==> config.mk <==
export PLATFORM = sky130hd
export DESIGN_NAME = onehot_channel_sequencer_flat
export DESIGN_NICKNAME = d
export VERILOG_FILES = /design/src/rtl/chan_seq_pkg.sv /design/src/rtl/onehot_channel_sequencer_if.sv /design/src/rtl/onehot_decode.sv /design/src/rtl/onehot_channel_sequencer.sv /design/src/flat_wrapper.sv
export SDC_FILE = /design/constraint.sdc
export NUM_CORES = 1
export LEC_CHECK = 0
export ABC_AREA = 0
export CAP_MARGIN = 20
export CORE_ASPECT_RATIO = 1.25
export CORE_UTILIZATION = 55
export DETAILED_ROUTE_END_ITERATION = 16
export PLACE_DENSITY = 0.94
export SETUP_SLACK_MARGIN = 0.5
export SLEW_MARGIN = 20
export SYNTH_ARGS = -nofsm -noshare
export SYNTH_HDL_FRONTEND = slang
export SYNTH_HIERARCHICAL = 1
export SYNTH_SLANG_ARGS = --single-unit
==> constraint.sdc <==
create_clock -name clk -period 3.39 [get_ports clk]
set_input_delay 0.8475 -clock clk [delete_from_list [all_inputs] [get_ports clk]]
set_output_delay 0.8475 -clock clk [all_outputs]
set_load 0.02 [all_outputs]
==> src/rtl/chan_seq_pkg.sv <==
// rtl/chan_seq_pkg.sv - shared encodings for the one-hot channel sequencer
// Purpose: command mode and FSM state encodings, plus the dwell counter
// width helper, shared with the control FSMs that drive the sequencer.
// Ports: none (package).
package chan_seq_pkg;

  typedef enum logic [1:0] {
    MODE_DIRECT    = 2'b00,
    MODE_SCAN_ONCE = 2'b01,
    MODE_SCAN_LOOP = 2'b10,
    MODE_CLEAR     = 2'b11
  } cmd_mode_e;

  typedef enum logic [1:0] {
    ST_IDLE = 2'b00,
    ST_HOLD = 2'b01,
    ST_SCAN = 2'b10
  } seq_state_e;

  // Counter must represent 0..dwell-1; sized as clog2(dwell+1) so that
  // dwell = 1 still yields a 1-bit counter.
  function automatic int dwell_cnt_width(input int dwell);
    return $clog2(dwell + 1);
  endfunction

endpackage

==> src/rtl/onehot_channel_sequencer_if.sv <==
// rtl/onehot_channel_sequencer_if.sv - command handshake bundle for the sequencer
// Purpose: groups the valid/ready command channel.
// Signals:
//   cmd_valid  command present (master -> slave)
//   cmd_ready  command accepted on valid && ready (slave -> master)
//   cmd_mode   2-bit mode, see chan_seq_pkg::cmd_mode_e
//   cmd_sel    channel index (target or scan start)
interface onehot_channel_sequencer_if #(
  parameter int SEL_W = 4
) ();
  logic             cmd_valid;
  logic             cmd_ready;
  logic [1:0]       cmd_mode;
  logic [SEL_W-1:0] cmd_sel;

  modport master (
    output cmd_valid,
    output cmd_mode,
    output cmd_sel,
    input  cmd_ready
  );

  modport slave (
    input  cmd_valid,
    input  cmd_mode,
    input  cmd_sel,
    output cmd_ready
  );
endinterface

==> src/rtl/onehot_decode.sv <==
// rtl/onehot_decode.sv - combinational index to one-hot decoder
// Purpose: converts a binary index into a one-hot vector; an index at or
// beyond N_CH produces all zeros, which the parent uses as its range check.
// Ports:
//   idx_i     binary channel index
//   onehot_o  one-hot vector, zero when idx_i >= N_CH
module onehot_decode #(
  parameter int N_CH  = 16,
  parameter int SEL_W = $clog2(N_CH)
) (
  input  logic [SEL_W-1:0] idx_i,
  output logic [N_CH-1:0]  onehot_o
);

  always_comb begin
    onehot_o = '0;
    for (int i = 0; i < N_CH; i++) begin
      if (int'(idx_i) == i) begin
        onehot_o[i] = 1'b1;
      end
    end
  end

endmodule

==> src/rtl/onehot_channel_sequencer.sv <==
// rtl/onehot_channel_sequencer.sv - registered one-hot channel enable with scan engine
// Purpose: holds a registered one-hot channel enable selected by command, or
// sweeps channels autonomously (single pass or looping) with a programmable
// dwell per channel.
// Ports:
//   clk, rst_n  clock, synchronous active-low reset
//   cmd         command handshake (slave side)
//   stall       freezes the scan position and dwell counter
//   abort       returns to IDLE with all outputs cleared
//   y           one-hot channel enable, zero when inactive
//   y_idx       binary index of the active channel
//   y_valid     y holds exactly one set bit
//   busy        scan in progress
//   scan_done   one-cycle pulse at scan completion or wrap
//   sel_err     one-cycle pulse when a command index is out of range
module onehot_channel_sequencer
  import chan_seq_pkg::*;
#(
  parameter int N_CH  = 16,
  parameter int SEL_W = $clog2(N_CH),
  parameter int DWELL = 1
) (
  input  logic                      clk,
  input  logic                      rst_n,
  onehot_channel_sequencer_if.slave cmd,
  input  logic                      stall,
  input  logic                      abort,
  output logic [N_CH-1:0]           y,
  output logic [SEL_W-1:0]          y_idx,
  output logic                      y_valid,
  output logic                      busy,
  output logic                      scan_done,
  output logic                      sel_err
);

  localparam int DW = dwell_cnt_width(DWELL);

  seq_state_e       state_q, state_d;
  logic [N_CH-1:0]  y_q, y_d;
  logic [SEL_W-1:0] idx_q, idx_d;
  logic             valid_q, valid_d;
  logic [DW-1:0]    dwell_q, dwell_d;
  logic             loop_q, loop_d;
  logic             done_q, done_d;
  logic             err_q, err_d;

  logic [N_CH-1:0]  cmd_onehot;
  logic             cmd_ready;
  logic             accept;
  logic             dwell_end;
  logic             last_ch;
  cmd_mode_e        mode;

  onehot_decode #(
    .N_CH  (N_CH),
    .SEL_W (SEL_W)
  ) u_decode (
    .idx_i    (cmd.cmd_sel),
    .onehot_o (cmd_onehot)
  );

  // Reset low is treated like abort so nothing is accepted while held.
  assign cmd_ready     = (state_q != ST_SCAN) && !abort && rst_n;
  assign cmd.cmd_ready = cmd_ready;
  assign accept        = cmd.cmd_valid && cmd_ready;
  assign mode          = cmd_mode_e'(cmd.cmd_mode);
  assign dwell_end     = (int'(dwell_q) == DWELL - 1);
  assign last_ch       = (int'(idx_q) == N_CH - 1);

  always_ff @(posedge clk) begin
    if (!rst_n) begin
      state_q <= ST_IDLE;
      y_q     <= '0;
      idx_q   <= '0;
      valid_q <= 1'b0;
      dwell_q <= '0;
      loop_q  <= 1'b0;
      done_q  <= 1'b0;
      err_q   <= 1'b0;
    end else begin
      state_q <= state_d;
      y_q     <= y_d;
      idx_q   <= idx_d;
      valid_q <= valid_d;
      dwell_q <= dwell_d;
      loop_q  <= loop_d;
      done_q  <= done_d;
      err_q   <= err_d;
    end
  end

  always_comb begin
    state_d = state_q;
    y_d     = y_q;
    idx_d   = idx_q;
    valid_d = valid_q;
    dwell_d = dwell_q;
    loop_d  = loop_q;
    done_d  = 1'b0;
    err_d   = 1'b0;

    if (abort) begin
      state_d = ST_IDLE;
      y_d     = '0;
      idx_d   = '0;
      valid_d = 1'b0;
      dwell_d = '0;
      loop_d  = 1'b0;
    end else begin
      unique case (state_q)
        ST_SCAN: begin
          if (!stall) begin
            if (dwell_end) begin
              dwell_d = '0;
              if (last_ch) begin
                done_d = 1'b1;
                if (loop_q) begin
                  y_d   = {{(N_CH-1){1'b0}}, 1'b1};
                  idx_d = '0;
                end else begin
                  state_d = ST_IDLE;
                  y_d     = '0;
                  idx_d   = '0;
                  valid_d = 1'b0;
                  loop_d  = 1'b0;
                end
              end else begin
                // Shifting the one-hot keeps y and y_idx in lockstep.
                y_d   = y_q << 1;
                idx_d = idx_q + 1'b1;
              end
            end else begin
              dwell_d = dwell_q + 1'b1;
            end
          end
        end

        default: begin
          if (accept) begin
            if (mode == MODE_CLEAR) begin
              state_d = ST_IDLE;
              y_d     = '0;
              idx_d   = '0;
              valid_d = 1'b0;
            end else if (cmd_onehot == '0) begin
              // Out-of-range index: drop command, keep current output.
              err_d = 1'b1;
            end else begin
              y_d     = cmd_onehot;
              idx_d   = cmd.cmd_sel;
              valid_d = 1'b1;
              dwell_d = '0;
              if (mode == MODE_DIRECT) begin
                state_d = ST_HOLD;
                loop_d  = 1'b0;
              end else begin
                state_d = ST_SCAN;
                loop_d  = (mode == MODE_SCAN_LOOP);
              end
            end
          end
        end
      endcase
    end
  end

  assign y         = y_q;
  assign y_idx     = idx_q;
  assign y_valid   = valid_q;
  assign busy      = (state_q == ST_SCAN);
  assign scan_done = done_q;
  assign sel_err   = err_q;

endmodule
==> src/flat_wrapper.sv <==
// flat-port wrapper written by rule: the top's interface ports become plain ports
module onehot_channel_sequencer_flat import chan_seq_pkg::*;
#(
  parameter int N_CH  = 16,
  parameter int SEL_W = $clog2(N_CH),
  parameter int DWELL = 1
)
  (clk, rst_n, stall, abort, y, y_idx, y_valid, busy, scan_done, sel_err, cmd_cmd_valid, cmd_cmd_mode, cmd_cmd_sel, cmd_cmd_ready);
  onehot_channel_sequencer_if #(.SEL_W(SEL_W)) cmd_i ();
  input  logic clk;
  input  logic rst_n;
  input  logic stall;
  input  logic abort;
  output logic [N_CH-1:0] y;
  output logic [SEL_W-1:0] y_idx;
  output logic y_valid;
  output logic busy;
  output logic scan_done;
  output logic sel_err;
  input wire logic [$bits(cmd_i.cmd_valid)-1:0] cmd_cmd_valid;
  input wire logic [$bits(cmd_i.cmd_mode)-1:0] cmd_cmd_mode;
  input wire logic [$bits(cmd_i.cmd_sel)-1:0] cmd_cmd_sel;
  output wire logic [$bits(cmd_i.cmd_ready)-1:0] cmd_cmd_ready;
  assign cmd_i.cmd_valid = cmd_cmd_valid;
  assign cmd_i.cmd_mode = cmd_cmd_mode;
  assign cmd_i.cmd_sel = cmd_cmd_sel;
  assign cmd_cmd_ready = cmd_i.cmd_ready;
  onehot_channel_sequencer #(.N_CH(N_CH), .SEL_W(SEL_W), .DWELL(DWELL)) u_core (.clk(clk), .rst_n(rst_n), .cmd(cmd_i), .stall(stall), .abort(abort), .y(y), .y_idx(y_idx), .y_valid(y_valid), .busy(busy), .scan_done(scan_done), .sel_err(sel_err));
endmodule
==> impl_metrics.tcl <==
set metrics [dict create \
    htree_levels 1 \
    routed-via-count 1724 \
    ys_top_cells_by_area "dfxtp_1 (29%), mux2i_1 (11%), nand3_1 (9.4%)" \
    synth.top_cell.area_share 0.288 \
    setup-violations-final 0 \
    wl_mm 4.39 \
    grt_max_degree 30 \
    clkTransAtPathRegs_ns 0.14 \
    cts_tree "yes" \
    fin_skew_ns 0.00613 \
    relSlewSlack 0.595 \
    critPathKind "in2reg" \
    design_area_um2 2170 \
    post-cts-setup-buffer-count 0 \
    outcome "complete, no violations" \
    maxSlewViolCount 0 \
    rsz0062_at_grt "false" \
    synth_cell_types 47 \
    cts_sinks 26 \
    hp-start "u_core/y_valid" \
    place_area_um2 2110 \
    die_w_um 53.2 \
    root_buffer "clkbuf_4" \
    avgSynthCellArea_um2 8.81 \
    syn-num-nets 220 \
    area_delta_synth_final_pct 20.2 \
    final_core_util 0.717 \
    antenna_found_initial 0 \
    critPathRequiredTime_ns 3.63 \
    drc 0 \
    start_kind "input port" \
    grt_pass1_wl_mm 6.82 \
    reg2regPathDepth 5 \
    reg2reg_to "u_core/y[7]" \
    num-nets-final 248 \
    coreArea_um2 3030 \
    wl_per_cell_um 16.4 \
    cts_buffers 3 \
    fp.dieH_um 66.1 \
    ir_drop_mv 0.222 \
    ys_warn_count 6 \
    finalWeightedCongestion 0.869 \
    clk-insertion-delay-late_ns 0.33 \
    fp.dieArea_um2 3520 \
    crit-reg2reg-launch "u_core/state_q[0]" \
    path_cells "clkdlybuf4s50_1, buf_4, and4bb_1, nor4_1, and4_2, buf_4, a211oi_1, o221a_2" \
    min_path_type "reg2reg" \
    synth_top_area_cell "dfxtp_1" \
    ys_seq_area_frac 0.288 \
    firstDrtPassIters 5 \
    final_cells 268 \
    worst-path-max-fanout 16 \
    synth-edff-count 0 \
    holdBufCountCts 0 \
    ys.flop_type "dfxtp_1" \
    grt-ovfl-total 0 \
    arrival_ns 3.10 \
    cp_slowest_stage_delay_ns 0.47 \
    fin_tns_setup_ns 0 \
    synth.most_common_cell "nand3_1" \
    max_cap_viol_count 0 \
    vias_per_cell 6.43 \
    yosys-top-cells-count "nand3_1 (34), dfxtp_1 (26), nand2_1 (25), mux2i_1 (19), a21o_1 (15)" \
    antenna_left 0 \
    ys_async_sr_fraction 0 \
    ys_ff_latch 26 \
    antenna_cells 0 \
    clockBufferDepth 2 \
    drt_iter0_drc 93 \
    leakage_nw 0.846 \
    cp_num_buf_inv 3 \
    synthCells 205 \
    hold_viol_final 0 \
    crit_slowest_cell "clkdlybuf4s50_1" \
    hpwl_mm 2.80 \
    placed_cells_incl_taps 263 \
    io_buffers 35 \
    fmax_mhz 349 \
    min_to "u_core/y_valid" \
    grt_pass1_vias 1490 \
    synthesis.area_um2 1810 \
    io_pins 36 \
    initial_utilization 0.596 \
    reg2reg_slack_ns 1.65 \
    rows 22 \
    hold_depth 2 \
    worst_pin_slew_ns 0.607 \
    final_layout_size_suffix_gt1_frac 0.116 \
    crit_top_cell "buf_4" \
    timing.critical_path.max_delay_family "simple AND/OR/NAND/NOR gates" \
    track_usage 0.257 \
    power.density_nw_per_um2 302 \
    period_minus_slack_ns 2.87 \
    end_kind "flip-flop" \
    fin_crit_sh 0.846 \
]
[repair_timing]
action | in CTS | in global routing
endpoints found under the setup margin | 22 | 16
pin swaps | 0 | 0
resized for setup | 3 | 2
cloned | 0 | 1
[worst register-to-register path, cell delays in order, from the launching register on]
cell and delay (ns):
dfxtp_1 0.41, nand2b_2 0.15, inv_2 0.13, nor2_1 0.43, a21o_4 0.33, mux2i_1 0.22
[through the flow]
stage | total power, mW | hold WS (ns) | setup WS (ns)
6_report | 0.655 | 0.482 | 0.521
5_1_grt | 0.679 | 0.500 | 0.508
4_1_cts | 0.651 | 0.482 | 0.537
3_5_place_dp | 0.438 | 0.459 | 0.113
3_3_place_gp | 0.437 | 0.450 | 0.197
2_1_floorplan | 0.410 | 0.457 | 1.01
[how the worst max path moves through the flow]
stage                               from                end  cells after the start
after floorplan           cmd_cmd_sel[3]    u_core/y_idx[2]                      8
after global placement    cmd_cmd_sel[0]  u_core/state_q[0]                      6
after detailed placement  cmd_cmd_sel[0]       u_core/y[14]                      6
after CTS                 cmd_cmd_sel[2]        u_core/y[7]                      7
after global routing      cmd_cmd_sel[2]  u_core/state_q[0]                      8
final                     cmd_cmd_sel[2]  u_core/state_q[0]                      8
[cell usage in the layout (no fill, tap or decap), types with 4 or more instances in the layout]
| master | netlist | routed |
|---|---|---|
| nand3_1 | 34 | 34 |
| clkdlybuf4s50_1 | 0 | 32 |
| dfxtp_1 | 26 | 26 |
| nand2_1 | 25 | 25 |
| mux2i_1 | 19 | 19 |
| a21o_1 | 15 | 15 |
| buf_4 | 3 | 6 |
| and3_1 | 5 | 5 |
| o21ai_0 | 4 | 4 |
| ha_1 | 4 | 4 |
| and4bb_1 | 4 | 4 |
| and4b_1 | 4 | 4 |
| nor4b_2 | 4 | 4 |
[layer usage]
metal	up-vias	GRT usage	part of all wire
met5	-	0	0
met4	0	0.109	0.021
met3	10	0.0322	0.065
met2	95	0.425	0.50
met1	800	0.327	0.41
li1	819	-	-
[cells by family after synthesis]
group,share of synthesized area
AO/OA/AOI/OAI,0.141
adder cells (fa/ha/maj),0.0277
buffers and inverters,0.0873
flip-flops,0.288
multiplexers,0.105
AND/OR/NAND/NOR,0.350
[sequential cells by signal, indices dropped and copies added, names as in the netlist]
signal / flops
u_core/loop_q: 1
u_core/scan_done: 1
u_core/sel_err: 1
u_core/state_q: 2
u_core/y: 16
u_core/y_idx: 4
u_core/y_valid: 1
[area by class of cell]
type,instances,area [um^2]
multi-input cells,157,1150
clock inverters,1,30.0
clock buffers,3,22.5
fillers,240,857
repair buffers,41,392
inverters,4,15.0
well taps,36,45.0
flip-flops and latches,26,520
[power by group]
part | total (mW) | internal [mW] | switching [mW]
Combinational | 0.126 | 0.0518 | 0.0745
Sequential | 0.312 | 0.309 | 0.00289
Clock | 0.217 | 0.120 | 0.0970
(Power assumes the default switching activity.)
